<file path="config.mk">
export PLATFORM = sky130hd
export DESIGN_NAME = sva_seq_driver
export DESIGN_NICKNAME = d
export VERILOG_FILES = /design/src/rtl/sva_seq_driver.sv
export SDC_FILE = /design/constraint.sdc
export NUM_CORES = 1
export LEC_CHECK = 0
export ABC_AREA = 1
export CAP_MARGIN = 20
export CORE_MARGIN = 3
export CORE_UTILIZATION = 32
export CTS_CLUSTER_DIAMETER = 80
export DETAILED_ROUTE_END_ITERATION = 8
export DONT_BUFFER_PORTS = 1
export GPL_TIMING_DRIVEN = 0
export PLACE_DENSITY = 0.56
export SLEW_MARGIN = 20
export SYNTH_ARGS = -nofsm -noshare
export SYNTH_HDL_FRONTEND = slang
export SYNTH_SLANG_ARGS = --single-unit
</file>
<file path="constraint.sdc">
create_clock -name gclk -period 1.7 [get_ports gclk]
set_input_delay 0.255 -clock gclk [delete_from_list [all_inputs] [get_ports gclk]]
set_output_delay 0.255 -clock gclk [all_outputs]
set_load 0.005 [all_outputs]
</file>
<file path="src/rtl/sva_seq_driver.sv">
// sva_seq_driver
//
// Drives a/b stimulus into an "a ##[0:MAX_GAP] b" style checker and
// predicts, with one-cycle exp_succ / exp_fail pulses, the result the
// checker must report for each sequence.
//
// A command (cmd_gap, cmd_drop_b) is accepted in IDLE. The sequence is:
//   - a=1 for one cycle
//   - then either cmd_gap cycles of b=0 followed by one b=1 cycle (pass),
//   - or MAX_GAP+1 cycles of b=0 with b never asserted (fail).
// An optional cool-down of IDLE_GAP cycles with a=b=0 follows.
//
// Optional feature macro: SEQ_DRV_STATS_EN
//   defined   : succ_cnt / fail_cnt count the exp pulses, saturating at all-ones
//   undefined : succ_cnt / fail_cnt read 0 and no counter flops exist
//
// Parameters
//   MAX_GAP   maximum number of !b cycles the checker tolerates between a and b
//   IDLE_GAP  cool-down cycles after each sequence (0..15)
//   CNT_W     width of the statistics counters
//
// Ports
//   gclk        clock, all logic on its rising edge
//   grst_n      asynchronous active-low reset
//   cmd_valid   a command is offered
//   cmd_ready   driver accepts a command (IDLE only)
//   cmd_gap     number of !b cycles to drive after a
//   cmd_drop_b  never drive b; sequence is expected to fail
//   abort       synchronous abort of the current sequence
//   a, b        registered stimulus to the checker
//   busy        registered, high while state != IDLE
//   exp_succ    one-cycle pulse: checker must report success
//   exp_fail    one-cycle pulse: checker must report failure
//   succ_cnt    number of exp_succ pulses
//   fail_cnt    number of exp_fail pulses
//
// State table
//   state    | meaning
//   IDLE     | waiting for a command, cmd_ready=1
//   DRV_A    | a=1 for one cycle, command latched
//   DRV_WAIT | a=b=0, gap counter running
//   DRV_B    | b=1 for one cycle with exp_succ
//   COOL     | a=b=0 cool-down before returning to IDLE

module sva_seq_driver #(
  parameter int MAX_GAP  = 2,
  parameter int IDLE_GAP = 1,
  parameter int CNT_W    = 16
) (
  input  logic             gclk,
  input  logic             grst_n,
  input  logic             cmd_valid,
  output logic             cmd_ready,
  input  logic [1:0]       cmd_gap,
  input  logic             cmd_drop_b,
  input  logic             abort,
  output logic             a,
  output logic             b,
  output logic             busy,
  output logic             exp_succ,
  output logic             exp_fail,
  output logic [CNT_W-1:0] succ_cnt,
  output logic [CNT_W-1:0] fail_cnt
);

  localparam int CW = $clog2(MAX_GAP + 2);

  // Fail sequences spend MAX_GAP+1 cycles in DRV_WAIT; the down-counter is
  // loaded with one less than the dwell time and terminates at zero.
  localparam logic [CW-1:0] FAIL_LOAD = CW'(MAX_GAP);
  localparam logic [3:0]    COOL_LOAD = 4'((IDLE_GAP > 0) ? IDLE_GAP - 1 : 0);
  localparam logic          FAIL_NOW_AT_LOAD = (MAX_GAP == 0);
  localparam logic          NO_COOL = (IDLE_GAP == 0);

  typedef enum logic [2:0] {
    IDLE,
    DRV_A,
    DRV_WAIT,
    DRV_B,
    COOL
  } state_t;

  state_t          state;
  logic [1:0]      gap_q;
  logic            drop_q;
  logic [CW-1:0]   wait_cnt;
  logic [3:0]      cool_cnt;
  logic            fail_seq;

  // The latched command decides pass/fail for the whole sequence.
  assign fail_seq  = drop_q || (32'(gap_q) > 32'(MAX_GAP));
  assign cmd_ready = (state == IDLE);

  always_ff @(posedge gclk or negedge grst_n) begin
    if (!grst_n) begin
      state    <= IDLE;
      gap_q    <= '0;
      drop_q   <= 1'b0;
      wait_cnt <= '0;
      cool_cnt <= '0;
      a        <= 1'b0;
      b        <= 1'b0;
      busy     <= 1'b0;
      exp_succ <= 1'b0;
      exp_fail <= 1'b0;
    end else begin
      // Stimulus and pulses are single-cycle unless a branch re-asserts them.
      a        <= 1'b0;
      b        <= 1'b0;
      exp_succ <= 1'b0;
      exp_fail <= 1'b0;

      if (abort) begin
        // Abort wins everywhere, including a handshake in IDLE.
        state <= IDLE;
        busy  <= 1'b0;
      end else begin
        case (state)
          IDLE: begin
            if (cmd_valid) begin
              gap_q  <= cmd_gap;
              drop_q <= cmd_drop_b;
              state  <= DRV_A;
              a      <= 1'b1;
              busy   <= 1'b1;
            end
          end

          DRV_A: begin
            if (fail_seq) begin
              state    <= DRV_WAIT;
              wait_cnt <= FAIL_LOAD;
              exp_fail <= FAIL_NOW_AT_LOAD;
            end else if (gap_q == 2'd0) begin
              state    <= DRV_B;
              b        <= 1'b1;
              exp_succ <= 1'b1;
            end else begin
              state    <= DRV_WAIT;
              wait_cnt <= CW'(gap_q - 2'd1);
            end
          end

          DRV_WAIT: begin
            if (wait_cnt == '0) begin
              if (fail_seq) begin
                // Last fail cycle just ended; exp_fail was already issued.
                if (NO_COOL) begin
                  state <= IDLE;
                  busy  <= 1'b0;
                end else begin
                  state    <= COOL;
                  cool_cnt <= COOL_LOAD;
                end
              end else begin
                state    <= DRV_B;
                b        <= 1'b1;
                exp_succ <= 1'b1;
              end
            end else begin
              wait_cnt <= wait_cnt - CW'(1);
              // exp_fail must coincide with the final b=0 cycle, so it is
              // raised while stepping into the terminal count.
              exp_fail <= fail_seq && (wait_cnt == CW'(1));
            end
          end

          DRV_B: begin
            if (NO_COOL) begin
              state <= IDLE;
              busy  <= 1'b0;
            end else begin
              state    <= COOL;
              cool_cnt <= COOL_LOAD;
            end
          end

          COOL: begin
            if (cool_cnt == 4'd0) begin
              state <= IDLE;
              busy  <= 1'b0;
            end else begin
              cool_cnt <= cool_cnt - 4'd1;
            end
          end

          default: begin
            state <= IDLE;
            busy  <= 1'b0;
          end
        endcase
      end
    end
  end

`ifdef SEQ_DRV_STATS_EN
  logic [CNT_W-1:0] succ_q;
  logic [CNT_W-1:0] fail_q;

  always_ff @(posedge gclk or negedge grst_n) begin
    if (!grst_n) begin
      succ_q <= '0;
      fail_q <= '0;
    end else begin
      if (exp_succ && (succ_q != '1)) begin
        succ_q <= succ_q + CNT_W'(1);
      end
      if (exp_fail && (fail_q != '1)) begin
        fail_q <= fail_q + CNT_W'(1);
      end
    end
  end

  assign succ_cnt = succ_q;
  assign fail_cnt = fail_q;
`else
  assign succ_cnt = '0;
  assign fail_cnt = '0;
`endif

endmodule
</file>
* After elaboration in Yosys (flattened, before gate mapping) *
Cells that the tools add are included.

cells by class
  add/subtract/negate cells = 3
  magnitude comparators = 1
  equal/unequal tests = 14
  muxes and demuxes = 32
  bitwise gates (word level) = 1
  reductions and logical operators = 14

operator list
  operator               count
  $mux W1                16
  $mux W3                5
  $pmux W3 S5            1
  $mux W4                3
  $pmux W4 S3            1
  $ne A3 B3 Y1 const B   3
  $reduce_and A3 Y1      3
  $ne A2 B2 Y1 const B   4
  $eq A3 B2 Y1 const B   2
  $mux W2                3
  $reduce_and A5 Y1      1
  $logic_not A2 Y1       2
  $logic_not A4 Y1       1
  $pmux W2 S2            1
  $reduce_and A4 Y1      1
  $sub A2 B1 Y2 const B  2
  $sub A4 B1 Y4 const B  1
  $eq A3 B1 Y1 const B   1
  $eq A3 B3 Y1 const B   1
  $logic_not A3 Y1       1
  $ne A3 B2 Y1 const B   1
  $pmux W1 S3            1
  $reduce_bool A3 Y1     1
  $reduce_or A3 Y1       1
  8 further kinds        8

word-level totals
  bits in registers = 16
  input bits = 7
  output and inout bits = 38
  word-level logic and storage cells = 74

* Depth between registers and ports, before layout *
  word-level depth = 6
  depth in mapped cells = 9

* Least setup slack after synthesis *
OpenSTA, ideal clock, no wires.

  path type = register to register
  from = register wait_cnt[0]
  to = register cool_cnt[2]
  library setup time = 0.117 ns
  arrival time = 1.101 ns
  data required time = 1.583 ns
  slack = 0.482 ns
  cell stages (with the launch flop) = 10
  buffers on the path = 0
  clock period less this slack = 1.218 ns
  path through = dfrtp_1 -> inv_1 -> ha_1 -> inv_1 -> nand3_1 -> nand2_1 -> nor2_4 -> nand2_4 -> nand2_1 -> nand2_1

between the ends
  cells in the longest elaborated chain, start to end = 3

ends and longest elaborated chain
  what                                RTL line  text
  start: declaration                  86        logic [CW-1:0] wait_cnt;
  start signal: assignment            140       wait_cnt <= CW'(gap_q - 2'd1);
  start signal: assignment            161       wait_cnt <= wait_cnt - CW'(1);
  $logic_not A2 Y1                    145       if (wait_cnt == '0) begin
  $ne A2 B2 Y1 (no source line)       --
  $reduce_and A5 Y1 (no source line)  --
  end signal: assignment              183       cool_cnt <= cool_cnt - 4'd1;
  end: declaration                    87        logic [3:0] cool_cnt;

Every way passes these cells.
A chain may end at the register's enable or synchronous reset.

* Final worst setup path *
  from = register wait_cnt[0]
  to = register cool_cnt[0]

Same word-level chain as after synthesis.

==> summary.md <==
| Metric | Value |
|---|---|
| Antenna diodes | 0 |
| Layout cells sized above 1 | 26.9% |
| Max Clock Freq | 738 MHz |
| Reg2reg path depth | 9 |
| Wirelength per Cell | 8.51 µm |
| Iter 0 DRT Violations | 21 |
| PwrDens | 1330 nW/µm² |
| CTS tree | built |
| Worst-path fanout max | 5 |
| R2R Path End | cool_cnt[0] |
| Hold Startpoint | abort |
| Vias per cell | 3.83 |
| Synthesis-stage register bit count | 16 |
| Yosys cell types | 18 |
| Worst hold-check path type | primary input to flip-flop |
| Max-slew headroom | 50.6% |
| Syn. warnings | 0 |
| Final Net Count | 210 |
| Met2 Resource Use GR | 14.8% |
| GR peak layer | met2 |
| Final Hold Viols | 0 |
| Worst r2r src | wait_cnt[0] |
| Area Overhead vs Synth | 19.9% |
| Status | finished clean |
| Overflow after GRT | 0 |
| Placer Congestion | 0.774 |
| Cells after Synth | 161 |
| Commonest non-fill, non-tap cell in the layout | nand2_1 |
| Max_cap viols | 0 |
| Leakage Power | 0.873 nW |
| Clk_skew | 0.000696 ns |
| Port bufs | 0 |
| Hpwl dp | 1.70 mm |
| Total GRT Usage | 9.57% |
| Global-route wire length before repair | 3.25 mm |
| Clk buf depth | 2 |
| Clk Tree Root Cell | clkbuf_8 |
| H-tree depth | 1 |
| Fillers | 387 |
| M3 GR Usage | 3.49% |
| Setup TNS | 0 ns |
| Num ports | 45 |
| Worst-skew pair later-pin latency | 0.25 ns |
| TritonCTS Buffers | 3 |
| Final worst-path cycle share | 79.8% |
| Initial antenna violation count | 0 |
| Post_cts resized | 0 |
| Die area | 4520 µm² |
| Final setup vio count | 0 |
| Clock Sinks | 16 |
| Syn Area/Cell | 7.45 µm² |
| Via count | 931 |
| Reg2reg setup slack | 0.34 ns |
| Slew Viols, Final | 0 |
| Clk pin slew, worst setup/hold paths | 0.07 ns |
| Final wirelength | 2.07 mm |
| M1 GR Usage | 12.0% |
| CP Capture Type | flip-flop |
| Maximum vdd drop | 557 µV |
| Final Total Pwr | 1.91 mW |
| Largest net degree at the start of global routing | 17 |
| Seq/Total Area, Yosys | 33.4% |
| Worst setup endpoint | cool_cnt[0] |
| CP Launch Type | flip-flop |
| Synthesized area | 1200 µm² |
| WHS Path Cells | 1 |
| RSZ-0062 raised after global routing | no |
| CP startpoint | wait_cnt[0] |
| Most frequent cells in the layout | nand2_1 (41), buf_4 (33), conb_1 (32) |
| Post-route minimum period | 1.36 ns |
| CP required | 1.84 ns |
| DRC | 0 |
| Critical Path AT | 1.50 ns |
| Fin cells | 243 |
| Least-Margin Pin Slew | 0.739 ns |
| FP Rows | 21 |
| Pre-Repair DR Iteration Count | 4 |
| Die height | 67.2 µm |
| WS Path Type | flip-flop to flip-flop |
| ANT nets after route | 0 |
| Vias in the first global route | 729 |
| DIE WIDTH | 67.2 µm |
| Inst Count DP | 238 |
| Core area | 3470 µm² |
| Initial Util | 34.6% |
-- flip-flops by register name, indices dropped and copies added (netlist names) --
name	flops
state	3
gap_q	2
busy	1
a	1
exp_succ	1
drop_q	1
exp_fail	1
wait_cnt	2
cool_cnt	4
-- worst min-delay path by stage --
| stage | endpoint | slack, ns |
|---|---|---|
| 2_1_floorplan | a | -0.04 |
| 3_3_place_gp | gap_q[0] | -0.04 |
| 3_5_place_dp | gap_q[0] | -0.04 |
| 4_1_cts | exp_succ | 0.05 |
| 5_1_grt | exp_succ | 0.04 |
| 6_report | exp_succ | 0.06 |
-- cells by family after synthesis --
logic type	after synthesis	share of synthesized area, %
AO/OA/AOI/OAI	7	2.92
adder cells (fa/ha/maj)	5	5.22
buffers and inverters	50	26.0
flip-flops	16	33.4
other	1	0.313
AND/OR/NAND/NOR	82	32.2
-- cells in the mapped netlist, drive strengths merged --
| cell type | instances | share of area, % |
|---|---|---|
| o21ai | 5 | 2.1 |
| inv | 17 | 5.3 |
| a21oi | 2 | 0.84 |
| nand3 | 14 | 5.8 |
| nor2 | 20 | 9.0 |
| dfrtp | 16 | 33 |
| ha | 5 | 5.2 |
| nor3 | 1 | 0.42 |
| conb | 1 | 0.31 |
| nand3b | 1 | 0.63 |
| buf | 33 | 21 |
| nand2 | 46 | 16 |
-- repair_timing --
action | 4_1_cts | 5_1_grt
endpoints found under the setup margin | 0 | 0
hold buffers | 1 | 0
setup buffers | 0 | 0
hold endpoints to repair | 16 | 0
-- worst max-delay path: stages, from the launching register on --
cell and delay [ns]:
dfrtp_1 0.40, inv_1 0.08, ha_1 0.17, inv_1 0.05, nand3_1 0.10, nand2_1 0.09, nor2_4 0.17, nand2_4 0.09
nand2_1 0.06, nand2_1 0.05
-- through the flow --
step                worst slack (ns)  hold WS (ns)  cell area [µm²]  utilization [%]
finish                         0.344        0.0595             1440             41.5
global route                   0.213        0.0446             1440             41.5
CTS                            0.335        0.0532             1440             41.5
detailed placement             0.345       -0.0402             1370             39.6
global placement               0.356       -0.0402             1370             39.6
floorplan                      0.482       -0.0406             1320                -
-- report_power, final --
| group | total (mW) | internal [mW] | switching, mW |
|---|---|---|---|
| registers | 0.649 | 0.520 | 0.128 |
| clock network | 0.342 | 0.206 | 0.137 |
| logic | 0.916 | 0.349 | 0.568 |
-- area by class of cell --
type | count | area [µm²] | area share (%)
multi-input combinational | 126 | 603 | 41.9
tap | 46 | 57.6 | 4.00
sequential | 16 | 400 | 27.9
buffer | 33 | 248 | 17.2
inverter | 17 | 63.8 | 4.44
timing repair buffer | 1 | 10.0 | 0.696
clock buffer | 4 | 55.1 | 3.83
-- routing by layer --
metal / routed length, µm / vias up
li1: - / 501
met1: 922 / 407
met2: 993 / 21
met3: 121 / 2
met4: 29 / 0
met5: 0 / -
No activity file was read; power rests on OpenSTA's default activity.
